==> src/rtl/mips_multicycle_ctrl.sv <==
// Multi-cycle MIPS main control FSM: sequences fetch/decode/execute/memory/writeback
// steps and drives every datapath mux select and write enable.
module mips_multicycle_ctrl #(
    parameter bit WAIT_EN = 1'b1
) (
    input  logic       clk,
    input  logic       rst,
    input  logic [5:0] opcode,
    input  logic       zero,
    input  logic       mem_ready,
    output logic       pc_write,
    output logic       pc_write_cond,
    output logic       i_or_d,
    output logic       mem_read,
    output logic       mem_write,
    output logic       ir_write,
    output logic       mem_to_reg,
    output logic       reg_dst,
    output logic       reg_write,
    output logic       alu_src_a,
    output logic [1:0] alu_src_b,
    output logic [1:0] pc_source,
    output logic [2:0] alu_op,
    output logic       ext_zero,
    output logic       illegal,
    output logic [3:0] state
);

    typedef enum logic [3:0] {
        S_IDLE   = 4'd0,
        S_FETCH  = 4'd1,
        S_DECODE = 4'd2,
        S_MEMADR = 4'd3,
        S_MEMRD  = 4'd4,
        S_MEMWB  = 4'd5,
        S_MEMWR  = 4'd6,
        S_REX    = 4'd7,
        S_RWB    = 4'd8,
        S_BEQ    = 4'd9,
        S_IEX    = 4'd10,
        S_IWB    = 4'd11,
        S_JMP    = 4'd12
    } state_t;

    localparam logic [5:0] OP_RTYPE = 6'b000000;
    localparam logic [5:0] OP_J     = 6'b000010;
    localparam logic [5:0] OP_BEQ   = 6'b000100;
    localparam logic [5:0] OP_ADDI  = 6'b001000;
    localparam logic [5:0] OP_SLTI  = 6'b001010;
    localparam logic [5:0] OP_ANDI  = 6'b001100;
    localparam logic [5:0] OP_ORI   = 6'b001101;
    localparam logic [5:0] OP_LW    = 6'b100011;
    localparam logic [5:0] OP_SW    = 6'b101011;

    state_t     state_reg, state_next;
    logic [5:0] opcode_reg;
    logic       mem_ok;
    logic [2:0] imm_alu_op;
    logic       imm_ext_zero;

    // With waits disabled every memory access is treated as completing at once.
    assign mem_ok = WAIT_EN ? mem_ready : 1'b1;
    assign state  = state_reg;

    always_ff @(posedge clk or posedge rst) begin
        if (rst) begin
            state_reg  <= S_IDLE;
            opcode_reg <= 6'd0;
        end else begin
            state_reg <= state_next;
            if (state_reg == S_DECODE)
                opcode_reg <= opcode;
        end
    end

    always_comb begin
        state_next = state_reg;
        unique case (state_reg)
            S_IDLE:   state_next = S_FETCH;
            S_FETCH:  if (mem_ok) state_next = S_DECODE;
            S_DECODE: begin
                unique case (opcode)
                    OP_LW, OP_SW:                      state_next = S_MEMADR;
                    OP_RTYPE:                          state_next = S_REX;
                    OP_BEQ:                            state_next = S_BEQ;
                    OP_J:                              state_next = S_JMP;
                    OP_ADDI, OP_ANDI, OP_ORI, OP_SLTI: state_next = S_IEX;
                    default:                           state_next = S_FETCH;
                endcase
            end
            S_MEMADR: state_next = (opcode_reg == OP_LW) ? S_MEMRD : S_MEMWR;
            S_MEMRD:  if (mem_ok) state_next = S_MEMWB;
            S_MEMWR:  if (mem_ok) state_next = S_FETCH;
            S_REX:    state_next = S_RWB;
            S_IEX:    state_next = S_IWB;
            S_MEMWB, S_RWB, S_BEQ, S_IWB, S_JMP: state_next = S_FETCH;
            default:  state_next = S_IDLE;
        endcase
    end

    // Immediate ALU op and extension mode come from the latched opcode.
    always_comb begin
        imm_alu_op   = 3'b000;
        imm_ext_zero = 1'b0;
        unique case (opcode_reg)
            OP_ANDI: begin imm_alu_op = 3'b011; imm_ext_zero = 1'b1; end
            OP_ORI:  begin imm_alu_op = 3'b100; imm_ext_zero = 1'b1; end
            OP_SLTI: imm_alu_op = 3'b101;
            default: ;
        endcase
    end

    always_comb begin
        pc_write      = 1'b0;
        pc_write_cond = 1'b0;
        i_or_d        = 1'b0;
        mem_read      = 1'b0;
        mem_write     = 1'b0;
        ir_write      = 1'b0;
        mem_to_reg    = 1'b0;
        reg_dst       = 1'b0;
        reg_write     = 1'b0;
        alu_src_a     = 1'b0;
        alu_src_b     = 2'b00;
        pc_source     = 2'b00;
        alu_op        = 3'b000;
        ext_zero      = 1'b0;
        illegal       = 1'b0;
        unique case (state_reg)
            S_FETCH: begin
                mem_read  = 1'b1;
                alu_src_b = 2'b01;
                ir_write  = mem_ok;
                pc_write  = mem_ok;
            end
            S_DECODE: begin
                alu_src_b = 2'b11;
                unique case (opcode)
                    OP_LW, OP_SW, OP_RTYPE, OP_BEQ, OP_J,
                    OP_ADDI, OP_ANDI, OP_ORI, OP_SLTI: illegal = 1'b0;
                    default:                           illegal = 1'b1;
                endcase
            end
            S_MEMADR: begin
                alu_src_a = 1'b1;
                alu_src_b = 2'b10;
            end
            S_MEMRD: begin
                mem_read = 1'b1;
                i_or_d   = 1'b1;
            end
            S_MEMWB: begin
                reg_write  = 1'b1;
                mem_to_reg = 1'b1;
            end
            S_MEMWR: begin
                mem_write = 1'b1;
                i_or_d    = 1'b1;
            end
            S_REX: begin
                alu_src_a = 1'b1;
                alu_op    = 3'b010;
            end
            S_RWB: begin
                reg_write = 1'b1;
                reg_dst   = 1'b1;
            end
            S_BEQ: begin
                alu_src_a     = 1'b1;
                alu_op        = 3'b001;
                pc_write_cond = 1'b1;
                pc_source     = 2'b01;
            end
            S_IEX: begin
                alu_src_a = 1'b1;
                alu_src_b = 2'b10;
                alu_op    = imm_alu_op;
                ext_zero  = imm_ext_zero;
            end
            S_IWB: begin
                reg_write = 1'b1;
                alu_op    = imm_alu_op;
                ext_zero  = imm_ext_zero;
            end
            S_JMP: begin
                pc_write  = 1'b1;
                pc_source = 2'b10;
            end
            default: ;
        endcase
    end

endmodule

==> config.mk <==
export PLATFORM = sky130hd
export DESIGN_NAME = mips_multicycle_ctrl
export DESIGN_NICKNAME = d
export VERILOG_FILES = /design/src/rtl/mips_multicycle_ctrl.sv
export SDC_FILE = /design/constraint.sdc
export NUM_CORES = 1
export LEC_CHECK = 0
export CORE_MARGIN = 1
export CORE_UTILIZATION = 41
export CTS_BUF_LIST = sky130_fd_sc_hd__clkbuf_4
export DETAILED_ROUTE_END_ITERATION = 8
export PLACE_DENSITY = 0.78
export SYNTH_ARGS = -nofsm -noshare
export SYNTH_HDL_FRONTEND = slang
export SYNTH_SLANG_ARGS = --single-unit
==> constraint.sdc <==
create_clock -name clk -period 1.2 [get_ports clk]
set_input_delay 0.18 -clock clk [delete_from_list [all_inputs] [get_ports clk]]
set_output_delay 0.18 -clock clk [all_outputs]
set_load 0.01 [all_outputs]
; ---- Word-level counts from Yosys, hierarchy flattened
; Cells that the tools add are included.
[totals]
out_inout_bits = 23
word_cells = 67
register_bits = 10
inputBits = 10
[op_classes]
eq_ne = 27
n_reduce_logical = 14
mux = 24
[ops]
columns = op, n
row1 = $eq A6 B4 Y1 const B, 7
row2 = $pmux W4 S8, 1
row3 = $eq A4 B4 Y1 const B, 5
row4 = $pmux W4 S5, 1
row5 = $eq A6 B6 Y1 const B, 3
row6 = $pmux W3 S3, 2
row7 = $eq A4 B3 Y1 const B, 4
row8 = $mux W1, 13
row9 = $mux W4, 3
row10 = $reduce_or A2 Y1, 6
row11 = $reduce_or A9 Y1, 1
row12 = $eq A4 B2 Y1 const B, 2
row13 = $reduce_or A4 Y1, 2
row14 = $eq A6 B2 Y1 const B, 1
row15 = $eq A6 B3 Y1 const B, 1
row16 = $logic_not A6 Y1, 1
row17 = $ne A2 B2 Y1 const B, 3
row18 = $pmux W2 S3, 1
row19 = $reduce_or A6 Y1, 1
row20 = $eq A4 B1 Y1 const B, 1
row21 = $logic_not A4 Y1, 1
row22 = $pmux W2 S2, 1
row23 = $reduce_and A3 Y1, 1
row24 = $reduce_or A3 Y1, 1
row25 = other kinds (2), 2

; ---- Depth between registers and ports, before layout
[logic_depth]
depth_word = 4
ltp_mapped = 6
mapped_depth_nobuf = 4

; ---- Least setup slack after synthesis
; No wires, ideal clock.
[synth_timing]
path_kind = register to output
startpoint = register state_reg[1] (netlist: state[1])
endpoint = output pc_write
setup_slack_ns = -0.306
path_stages_with_launch = 4
n_path_buf = 0
t_arrival_ns = 1.326
required_time_ns = 1.020
path_cell_list = dfrtp_1 nand2b_1 nor4b_2 or2_2
[synth_via]
elab_chain_cells = 2
elab_cells_between_ends = 3
cone_classes = eq/ne: 2 / mux: 1
[synth_lines]
columns = element, line_no
row1 = "start, declared", 55  ; state_t state_reg, state_next;
row2 = "start signal, assigned", 70  ; state_reg <= state_next;
row3 = $eq A4 B4 Y1 or $eq A4 B1 Y1 (tied branches), 129  ; unique case (state_reg)
row4 = $pmux W1 S2 *, 129
row5 = "end, declared", 11  ; output logic pc_write,
; Every way passes the cells marked *; elsewhere a longest branch is shown, timed or not.

; ---- Worst setup path after layout
[layout_timing]
startpoint = register state_reg[3] (netlist: state[3])
endpoint = output illegal
[layout_via]
elab_chain_cells = 2
[layout_lines]
columns = element, line_no
row1 = $eq A4 B2 Y1, 129
row2 = $mux W1, 129
row3 = "end, declared", 25  ; output logic illegal,
; Every way passes these cells.

==> impl_results.md <==
- Outcome: finished, violations left
- Failing checks: negative setup slack
- Unrepaired setup endpoints after global routing: true
- Tmin final: 1780 ps
- Cell taking the most area after synthesis: dfrtp_1
- Clock transition at the registers of the reported paths: 60 ps
- Ports: 33
- Worst Path Class, Setup: reg2out
- Fin crit share: 1.49
- Most common cell after layout, fill and taps aside: buf_4
- Register area share after synthesis: 0.282
- Total GRT Usage: 0.278
- Dominant cells by area after synthesis: dfrtp_1 (28%), mux2_2 (7.6%), buf_6 (5.1%)
- Wire per inst: 16.8 µm
- TritonCTS clock tree: yes
- Min-Delay Path Class: in2async
- Die H: 48.5 µm
- Pin count of the biggest net entering global routing: 13
- Overall Power: 3.82 mW
- Mean post-synth cell area: 8.61 µm²
- Crit-path leading delay family: buffers and inverters
- Crit-path max FO: 9
- Total gr overflow: 0
- Critical Path AT: 1600 ps
- Synth Flop Type: dfrtp_1
- Routability cong.: 0.803
- Worst-path cell chain: buf_4, nor3_4, o31ai_1, nor2_1, clkdlybuf4s15_2
- Die area: 2350 µm²
- Max-Cap Viols: 0
- Final setup viols: 33
- DR vias/cell: 5.69
- Synth Register Bits: 10
- Max Freq: 0.561 GHz
- PD cells: 2250 nW/µm²
- Setup TNS: -10,410 ps
- Layout cells sized above 1: 0.642
- P&R area growth vs syn: 91.1%
- DRC errors left: 0
- Num CTS Buffers: 3
- Critical Path RT: 1020 ps
- Slowest stage delay, CP: 430 ps
- Layout fillers: 115
- Antenna violations before repair: 0
- Final WS setup: -584 ps
- Inserted Diodes: 0
- Dpl cells: 186
- Leak: 0.797 nW
- I/O Buffers: 31
- Clk Latency, worst-skew pair: 270 ps
- Max-slew violations: 0
- Post-synth EDFFs: 0
- DR iter-0 viols: 35
- Vias in the first global route: 1,109
- Yosys cell types: 38
- Netlist Area Pre-Place: 887 µm²
- Vias: 1,173
- Slowest CP cell: dfrtp_1
- Synth Warn #: 0
- Max_slew headroom: 0.754
- Startpoint types: flip-flop
- Hpwl dp: 1.97 mm
- FP Rows: 16
- Max reg flops: 6
- Syn Inst Count: 103
- Worst path buffer plus inverter count: 2
- Root Buffer: clkbuf_4
- Non-Filler Instances: 206
- Synth Net Count: 113
- Worst Clk Skew: 1.97 ps
- Num Clock Sinks: 10
- Max Root-Sink Buffers: 2
- Starting density of the core: 0.443
- Slew at the pin with the worst max-slew slack: 369 ps
- Ys async rst share: 1.00
- Pre-Repair DR Iteration Count: 4
- Crit. End Element: output port
- Core area: 2000 µm²
- Commonest cells after routing, fill and taps aside: buf_4 (38), buf_6 (16), buf_2 (13)
- Die width: 48.5 µm
- Fin nets: 190
- H-tree depth: 1
- WL final: 3.46 mm
- First-pass GRT wire length: 5.00 mm
- Worst VDD drop: 1.74 mV
- Top-area cell type share of the netlist area: 0.282
- Final Hold Viols: 0
- Detail Route Antenna Nets: 0
-- cells in the mapped netlist (all sizes together) (3+ instances only) --
cell / number
nor2: 11
buf: 10
dfrtp: 10
mux2: 6
nand2: 6
nand2b: 6
nor3: 6
a21oi: 5
o21ai: 5
inv: 4
o31ai: 4
nand4b: 3
nor2b: 3
-- stage by stage --
stage	worst slack, ps	cell area [µm²]	utilization	hold WS [ps]
4_1_cts	-528	1660	0.829	200
2_1_floorplan	-152	945	-	20.0
5_1_grt	-665	1700	0.847	218
6_report	-584	1700	0.847	186
3_5_place_dp	-826	1460	0.731	477
3_3_place_gp	-728	1460	0.731	467
-- what timing repair did --
item                       CTS  global route
buffers inserted            16             3
setup endpoints to repair   33            33
pin swaps                   14            12
resized for setup          114            15
hold buffers                 0             0
-- layer usage --
metal  global-route usage  share of wire  routed length, µm  vias up
met5                    0              0                  0        -
met4                0.132          0.034                116        0
met3               0.0346          0.057                196       18
met2                0.552           0.54               1860       76
met1                0.283           0.37               1290      550
li1                     -              -                  -      529
-- area by class of cell --
class | count | area [µm²] | area share
multi-input cells | 79 | 697 | 0.411
repair buffers | 82 | 671 | 0.396
flip-flops and latches | 10 | 253 | 0.149
well taps | 27 | 33.8 | 0.0199
clock buffers | 3 | 22.5 | 0.0133
inverters | 4 | 15.0 | 0.00886
clock inverters | 1 | 3.75 | 0.00221
-- logic make-up after synthesis --
| logic type | count (synthesis) | synth area share |
|---|---|---|
| simple gates | 44 | 0.302 |
| compound gates | 27 | 0.207 |
| buf+inv | 14 | 0.113 |
| flops | 10 | 0.282 |
| mux | 6 | 0.0762 |
| xor+xnor | 2 | 0.0197 |
-- worst paths after layout --
| kind | startpoint | to | slack, ps | cells past startpoint |
|---|---|---|---|---|
| worst min register to register | opcode_reg[4] | opcode_reg[4] | 610 | 1 |
| worst max register to register | state[3] | opcode_reg[0] | -270 | 4 |
| worst max-delay path | state[3] | illegal | -580 | 5 |
| max in group asynchronous | rst | state[1] | 730 | 2 |
| min in group clk | opcode[1] | opcode_reg[1] | 280 | 3 |
| worst min-delay path | rst | state[3] | 190 | 2 |
-- power by group --
| part | internal, mW | switching (mW) |
|---|---|---|
| registers | 0.509 | 0.165 |
| logic | 1.53 | 1.38 |
| clock network | 0.120 | 0.115 |
| total | 2.16 | 1.66 |
No activity file was read; power rests on OpenSTA's default activity.
